[src/rtl/gray_step_sequencer.sv]
// Command-driven Gray-code position sequencer: walks a binary index up or down by a
// programmed step count, publishing its Gray code and pulsing done/wrap.
module gray_step_sequencer #(
   parameter int unsigned WIDTH = 3,
   parameter int unsigned CNT_W = 8
) (
   input  logic             clk,
   input  logic             reset,
   input  logic             cmd_valid,
   output logic             cmd_ready,
   input  logic             cmd_dir,
   input  logic [CNT_W-1:0] cmd_steps,
   input  logic             hold,
   input  logic             abort,
   output logic [WIDTH-1:0] y,
   output logic             busy,
   output logic             done,
   output logic             wrap
);

   typedef enum logic [1:0] {
      ST_IDLE = 2'd0,
      ST_RUN  = 2'd1,
      ST_DONE = 2'd2
   } state_e;

   localparam logic [WIDTH-1:0] IDX_MAX = '1;

   state_e             state_q, state_d;
   logic [WIDTH-1:0]   idx_q, idx_d;
   logic [CNT_W-1:0]   rem_q, rem_d;
   logic               dir_q, dir_d;
   logic [WIDTH-1:0]   y_q, y_d;
   logic               busy_q, busy_d;
   logic               done_q, done_d;
   logic               wrap_q, wrap_d;
   logic               ready_q, ready_d;

   // Next-state, position stepping and registered-output preparation
   always_comb begin
      state_d = state_q;
      idx_d   = idx_q;
      rem_d   = rem_q;
      dir_d   = dir_q;
      wrap_d  = 1'b0;

      unique case (state_q)
         ST_IDLE: begin
            if (cmd_valid) begin
               dir_d   = cmd_dir;
               rem_d   = cmd_steps;
               state_d = (cmd_steps != '0) ? ST_RUN : ST_DONE;
            end
         end
         ST_RUN: begin
            if (abort) begin
               state_d = ST_IDLE;
            end else if (!hold) begin
               if (dir_q) begin
                  idx_d  = idx_q - WIDTH'(1);
                  wrap_d = (idx_q == '0);
               end else begin
                  idx_d  = idx_q + WIDTH'(1);
                  wrap_d = (idx_q == IDX_MAX);
               end
               rem_d = rem_q - CNT_W'(1);
               if (rem_q == CNT_W'(1)) begin
                  state_d = ST_DONE;
               end
            end
         end
         ST_DONE: begin
            state_d = ST_IDLE;
         end
         default: begin
            state_d = ST_IDLE;
         end
      endcase

      // Outputs track the state being entered so they line up with the register edge
      y_d     = idx_d ^ (idx_d >> 1);
      busy_d  = (state_d == ST_RUN);
      done_d  = (state_d == ST_DONE);
      ready_d = (state_d == ST_IDLE);
   end

   // State and output registers with synchronous reset
   always_ff @(posedge clk) begin
      if (reset) begin
         state_q <= ST_IDLE;
         idx_q   <= '0;
         rem_q   <= '0;
         dir_q   <= 1'b0;
         y_q     <= '0;
         busy_q  <= 1'b0;
         done_q  <= 1'b0;
         wrap_q  <= 1'b0;
         ready_q <= 1'b1;
      end else begin
         state_q <= state_d;
         idx_q   <= idx_d;
         rem_q   <= rem_d;
         dir_q   <= dir_d;
         y_q     <= y_d;
         busy_q  <= busy_d;
         done_q  <= done_d;
         wrap_q  <= wrap_d;
         ready_q <= ready_d;
      end
   end

   assign cmd_ready = ready_q;
   assign y         = y_q;
   assign busy      = busy_q;
   assign done      = done_q;
   assign wrap      = wrap_q;

endmodule

[config.mk]
export PLATFORM = sky130hd
export DESIGN_NAME = gray_step_sequencer
export DESIGN_NICKNAME = d
export VERILOG_FILES = /design/src/rtl/gray_step_sequencer.sv
export SDC_FILE = /design/constraint.sdc
export NUM_CORES = 1
export LEC_CHECK = 0
export CELL_PAD_IN_SITES_DETAIL_PLACEMENT = 2
export CELL_PAD_IN_SITES_GLOBAL_PLACEMENT = 2
export CORE_ASPECT_RATIO = 1.1
export CORE_UTILIZATION = 30
export CTS_CLUSTER_SIZE = 14
export DETAILED_ROUTE_END_ITERATION = 10
export PLACE_DENSITY_LB_ADDON = 0.05
export RECOVER_POWER = 100
export SETUP_SLACK_MARGIN = 0.1
export SLEW_MARGIN = 20
export SYNTH_ARGS = -nofsm -noshare
export SYNTH_HDL_FRONTEND = slang
export SYNTH_SLANG_ARGS = --single-unit
[constraint.sdc]
create_clock -name clk -period 2.4 [get_ports clk]
set_input_delay 0.24 -clock clk [delete_from_list [all_inputs] [get_ports clk]]
set_output_delay 0.24 -clock clk [all_outputs]
set_load 0.03 [all_outputs]
==> results of run 1 <==
==> metrics by stage <==
| step | hold slack [ps] | worst slack, ps | total power [µW] | util [%] | cell area, µm² |
|---|---|---|---|---|---|
| after floorplan | 387 | 702 | 493 | - | 1090 |
| after global placement | 464 | 524 | 559 | 38.9 | 1330 |
| after detailed placement | 481 | 431 | 565 | 38.9 | 1330 |
| after CTS | 498 | 532 | 733 | 39.5 | 1350 |
| after global routing | 533 | 350 | 754 | 39.1 | 1340 |
| final | 499 | 490 | 714 | 39.1 | 1340 |
==> kinds of logic (layout without fill, tap and decap cells) <==
group,after synthesis,in the layout,synth area share [%]
and+or+nand+nor,50,50,26.1
AOI/OAI and AO/OA,33,33,18.3
DFF,20,20,36.8
buffers and inverters,11,29,4.83
xor gates and xnor gates,6,6,6.09
muxes,4,4,3.79
adders and majority gates,3,3,4.14
==> cell usage in the layout, fill, tap and decap left out, types with 2 or more instances in the layout <==
master / n
clkdlybuf4s50_1: 12
xnor2_1: 3
nor3b_1: 2
a21boi_0: 2
nand2_1: 8
nor2b_1: 3
nand3_1: 3
dlygate4sd3_1: 8
nor3_1: 7
nand2b_1: 3
a211oi_1: 4
dfxtp_1: 20
clkbuf_4: 3
a21o_1: 2
a21oi_1: 10
mux2i_1: 3
o21ai_0: 10
inv_1: 4
ha_1: 2
xor2_1: 2
nor4b_1: 2
nor2_1: 13
nor4_1: 2
==> cell usage after synthesis (2+ instances only) <==
cell type and count:
dfxtp_1 20, nor2_1 13, a21oi_1 10, o21ai_0 10, nand2_1 8, nor3_1 7
a211oi_1 4, inv_1 4, buf_2 3, mux2i_1 3, nand2b_1 3, nand3_1 3
nor2b_1 3, xnor2_1 3, a21boi_0 2, a21o_1 2, buf_4 2, ha_1 2
nor3b_1 2, nor4_1 2, nor4b_1 2, xor2_1 2
==> power breakdown <==
part / internal (µW) / switching [µW] / total [µW]
clock network: 58.7 / 106 / 165
registers: 353 / 23.3 / 376
logic: 79.5 / 93.8 / 173
total: 491 / 223 / 714
==> final cells by class <==
| class | instances | area share (%) |
|---|---|---|
| multi-input combinational | 96 | 46.9 |
| tap | 48 | 4.49 |
| timing repair buffer | 22 | 15.8 |
| sequential | 20 | 30.0 |
| inverter | 4 | 1.12 |
| clock buffer | 3 | 1.69 |
==> registers in the layout (all words and copies together), names as in the netlist <==
signal	cells
rem_q	8
dir_q	1
busy	1
cmd_ready	1
wrap	1
y	2
idx_q	3
done	1
state_q	2
==> routing by layer <==
layer	GRT usage (%)	routed length, µm	vias to the layer above
met5	0	0	-
met4	5.36	25	0
met3	3.35	79	2
met2	33.7	1650	15
met1	20.6	1350	494
li1	-	-	487
==> tightest hold or removal path: stages (launching register included) <==
cell	delay [ps]
dfxtp_1	350
nand2_1	60
a21oi_1	50
==> final timing paths <==
| path | from | to | slack, ps | depth (start not counted) |
|---|---|---|---|---|
| worst max-delay path | hold | y[0] | 490 | 5 |
| worst min-delay path | rem_q[1] | rem_q[1] | 500 | 2 |
| worst max register to register | idx_q[0] | y[1] | 580 | 5 |
| worst min register to register | rem_q[1] | rem_q[1] | 500 | 2 |
==> impl_metrics.env, run 1 <==
export IMPL_hold_viol=0
export IMPL_final_setup_viol_count=0
export IMPL_clock_skew_ps=4.61
export IMPL_via_count=998
export IMPL_fin_crit_sh_pct=79.6
export IMPL_ant_nets=0
export IMPL_seqCellArea_um2=400
export IMPL_gp_congestion=0.770
export IMPL_critical_path_buf_inv_count=1
export IMPL_clk_latency_ps=310
export IMPL_crit_chain="dlygate4sd3_1 -> nor4b_2 -> mux2i_1 -> xnor2_1 -> nor2_1"
export IMPL_critPathCaptureType="flip-flop"
export IMPL_rows=22
export IMPL_die_w_um=59.4
export IMPL_dp_hpwl_mm=2.41
export IMPL_fp_dieH_um=65.2
export IMPL_crit_fanout=8
export IMPL_drcViolationCount=0
export IMPL_status="finished, final reports clean"
export IMPL_leakage_uw=0.000485
export IMPL_cts_buffer_depth=2
export IMPL_port_buffers=20
export IMPL_cpLargestDelayFamily="simple AND/OR/NAND/NOR gates"
export IMPL_cts_root_buffer="clkbuf_4"
export IMPL_drt_iter0_drc=36
export IMPL_core_um2=3410
export IMPL_cts_setup_buffers=0
export IMPL_ys_ff_latch=20
export IMPL_yosysSeqAreaShare_pct=36.8
export IMPL_crit_type="in -> reg"
export IMPL_synth_top_area_share_pct=36.8
export IMPL_synth_edf_count=0
export IMPL_maxCapViolations=0
export IMPL_vias_per_cell=5.17
export IMPL_crit_arrival_ps=2120
export IMPL_ir_worst_vdd_mv=0.245
export IMPL_fin_nets=164
export IMPL_htree_levels=1
export IMPL_syn_nets=144
export IMPL_slew_viol_final=0
export IMPL_layout_min_cycle_time_ps=1910
export IMPL_post_cts_resized=0
export IMPL_max_freq_ghz=0.524
export IMPL_finalWirelength_mm=3.10
export IMPL_cts_tree="yes"
export IMPL_boundaryPins=21
export IMPL_crit_path_start_kind="input pin"
export IMPL_syn_area_um2=1090
export IMPL_grt_remaining_overflow=0
export IMPL_async_reset_ff_share_pct=0
export IMPL_dieArea_um2=3870
export IMPL_min_path_type="reg -> reg"
export IMPL_initial_core_util_pct=31.9
export IMPL_hold_buffers=0
export IMPL_slew_headroom_pct=43.1
export IMPL_slowest_stage="nor4b_2"
export IMPL_ys_flop_type="dfxtp_1"
export IMPL_tightest_slew_ps=851
export IMPL_grt_max_degree=13
export IMPL_grt_pass1_wl_mm=5.20
export IMPL_final_fill_count=414
export IMPL_tns_ps=0
export IMPL_drive_gt1_share_pct=4.83
export IMPL_rsz0062_at_grt="no"
export IMPL_synth_area_leaders="dfxtp_1, a21oi_1, o21ai_0"
export IMPL_cts_buffers=3
export IMPL_dp_cells=190
export IMPL_cts_sinks=20
export IMPL_antennaDiodeCount=0
export IMPL_clk_transition_reported_paths_ps=110
export IMPL_finalNonFillerCells=193
export IMPL_avgSynthCellArea_um2=8.57
export IMPL_p_per_area_nw_per_um2=534
export IMPL_antenna_found_initial=0
export IMPL_post_drt_wl_per_cell_um=16.1
export IMPL_grtUsageTotal_pct=18.2
export IMPL_grt_pass1_vias=1096
export IMPL_area_delta_synth_final_pct=22.8
export IMPL_yosys_area_top_type="dfxtp_1"
export IMPL_synth_cells=127
export IMPL_ys_warnings_count=0
export IMPL_multiInputGateArea_um2=627
export IMPL_drt_pre_antenna_iters=4
export IMPL_crit_path_max_incr_delay_ps=790
export IMPL_critPathRequiredTime_ps=2610
export IMPL_synth_cell_type_count=39
No activity file was read; power rests on OpenSTA's default activity.
==> run 2: changes to the inputs <==
- clock period: 2.4 -> 2 ns (I/O delays scaled with it)
==> run 2 against run 1 <==
Global-route usage grew 0.15 points. Via count increased by 3.4%. Cell area grew 3.7%. Clock skew increased by 4.7 ps. Sequential share of layout area shrank 0.97 points. Hold slack better by 2.5 ps. Routed wire length increased by 0.61%. Worst setup slack got worse by 270 ps. Combinational power increased by 27%. Critical path type is now reg -> reg. Largest cell class unchanged.
==> impl_metrics.env, run 2 (synthesized netlist as in run 1, its figures left out) <==
export IMPL_status="finished, final reports clean"
export IMPL_max_freq_ghz=0.562
export IMPL_r2r_slack_ps=220
export IMPL_dieArea_um2=3870
export IMPL_multiInputGateArea_um2=627
export IMPL_fin_nets=169
export IMPL_cts_root_buffer="clkbuf_4"
export IMPL_top_usage_layer="met2"
export IMPL_ir_worst_vdd_mv=0.279
export IMPL_final_fill_count=427
export IMPL_grt_max_degree=13
export IMPL_clk_transition_reported_paths_ps=130
export IMPL_layout_min_cycle_time_ps=1780
export IMPL_cts_tree="yes"
export IMPL_cts_sinks=20
export IMPL_clock_skew_ps=9.30
export IMPL_via_count=1032
export IMPL_area_delta_synth_final_pct=27.2
export IMPL_crit_arrival_ps=1990
export IMPL_final_setup_viol_count=0
export IMPL_largest_reg_flops=8
export IMPL_maxCapViolations=0
export IMPL_met2_usage_pct=33.3
export IMPL_antennaDiodeCount=0
export IMPL_dp_hpwl_mm=2.45
export IMPL_cts_buffer_depth=2
export IMPL_final_cell_mix="dfxtp_1, nor2_1, clkdlybuf4s50_1"
export IMPL_leakage_uw=0.000514
export IMPL_antenna_found_initial=0
export IMPL_grt_remaining_overflow=0
export IMPL_crit_path_start_kind="flip-flop"
export IMPL_p_per_area_nw_per_um2=663
export IMPL_cts_buffers=3
export IMPL_drcViolationCount=0
export IMPL_dp_cells=195
export IMPL_drt_iter0_drc=32
export IMPL_finalNonFillerCells=199
export IMPL_tns_ps=0
export IMPL_crit_type="reg -> reg"
export IMPL_port_buffers=20
export IMPL_slew_viol_final=0
export IMPL_finalWirelength_mm=3.12
export IMPL_grt_pass1_vias=1115
export IMPL_boundaryPins=21
export IMPL_gp_congestion=0.795
export IMPL_slew_headroom_pct=63.5
export IMPL_grtUsageTotal_pct=18.3
export IMPL_min_path_type="in -> reg"
export IMPL_die_w_um=59.4
export IMPL_layout_commonest_cell="dfxtp_1"
export IMPL_cts_setup_buffers=0
export IMPL_fp_dieH_um=65.2
export IMPL_drive_gt1_share_pct=8.61
export IMPL_clk_latency_ps=310
export IMPL_core_um2=3410
export IMPL_fin_crit_sh_pct=88.9
export IMPL_met3_usage_pct=2.17
export IMPL_utilization_pct=40.6
export IMPL_critPathRequiredTime_ps=2210
export IMPL_hold_viol=0
export IMPL_ant_nets=0
export IMPL_gr_usage_met1_pct=21.7
export IMPL_drt_pre_antenna_iters=4
export IMPL_critPathCaptureType="flip-flop"
export IMPL_htree_levels=1
export IMPL_post_drt_wl_per_cell_um=15.7
export IMPL_vias_per_cell=5.19
export IMPL_crit_fanout=3
export IMPL_seqCellArea_um2=402
export IMPL_largestRegisters="rem_q (8), idx_q (3)"
export IMPL_grt_pass1_wl_mm=5.33
export IMPL_rows=22
export IMPL_rsz0062_at_grt="no"
export IMPL_initial_core_util_pct=31.9
export IMPL_tightest_slew_ps=542
export IMPL_regMostFlops="rem_q"
-- run 2: cell count changes in the layout (fill, tap and decap cells not counted), sizes merged --
cell           before  now
buf                 1    5
clkbuf              4    6
clkdlybuf4s50      12   13
dlygate4sd3         8    7
-- run 2: final cells by class --
type                    count  area share (%)
clock buffers               4            2.62
inverters                   4            1.08
multi-input cells          96            45.3
flip-flops and latches     20            29.0
well taps                  48            4.34
repair buffers             27            17.7
-- run 2: critical path: stages, from the launching register on --
cell and delay, ps:
dfxtp_1 360, fa_1 610, xnor3_1 340, mux2i_1 180
xnor2_1 140, nor2_1 50
-- run 2: timing repair --
item | 4_1_cts | 5_1_grt
hold buffers | 0 | 0
setup endpoints to repair | 0 | 1
gates resized for setup | 0 | 1
-- run 2: final timing paths --
check,start,endpoint,cells after the start
setup / recovery,dir_q,y[1],5
hold reg to reg,rem_q[1],rem_q[1],2
hold / removal,cmd_dir,dir_q,3
setup reg to reg,dir_q,y[1],5
-- run 2: layer usage --
metal	share of wire (%)	wire length, µm
met5	0	0
met4	1.1	33
met3	2.5	77
met2	53	1650
met1	44	1360
-- run 2: per-stage QoR --
step	total power [µW]	hold WS [ps]	setup slack, ps	cell area (µm²)
global route	982	544	127	1390
CTS	941	498	156	1400
global placement	678	482	167	1360
finish	919	501	221	1390
detailed placement	687	484	178	1360
floorplan	591	347	302	1090
-- run 2: report_power, final --
group	switching, µW	internal (µW)
clock network	138	111
logic	115	104
registers	27.4	423
total	280	639
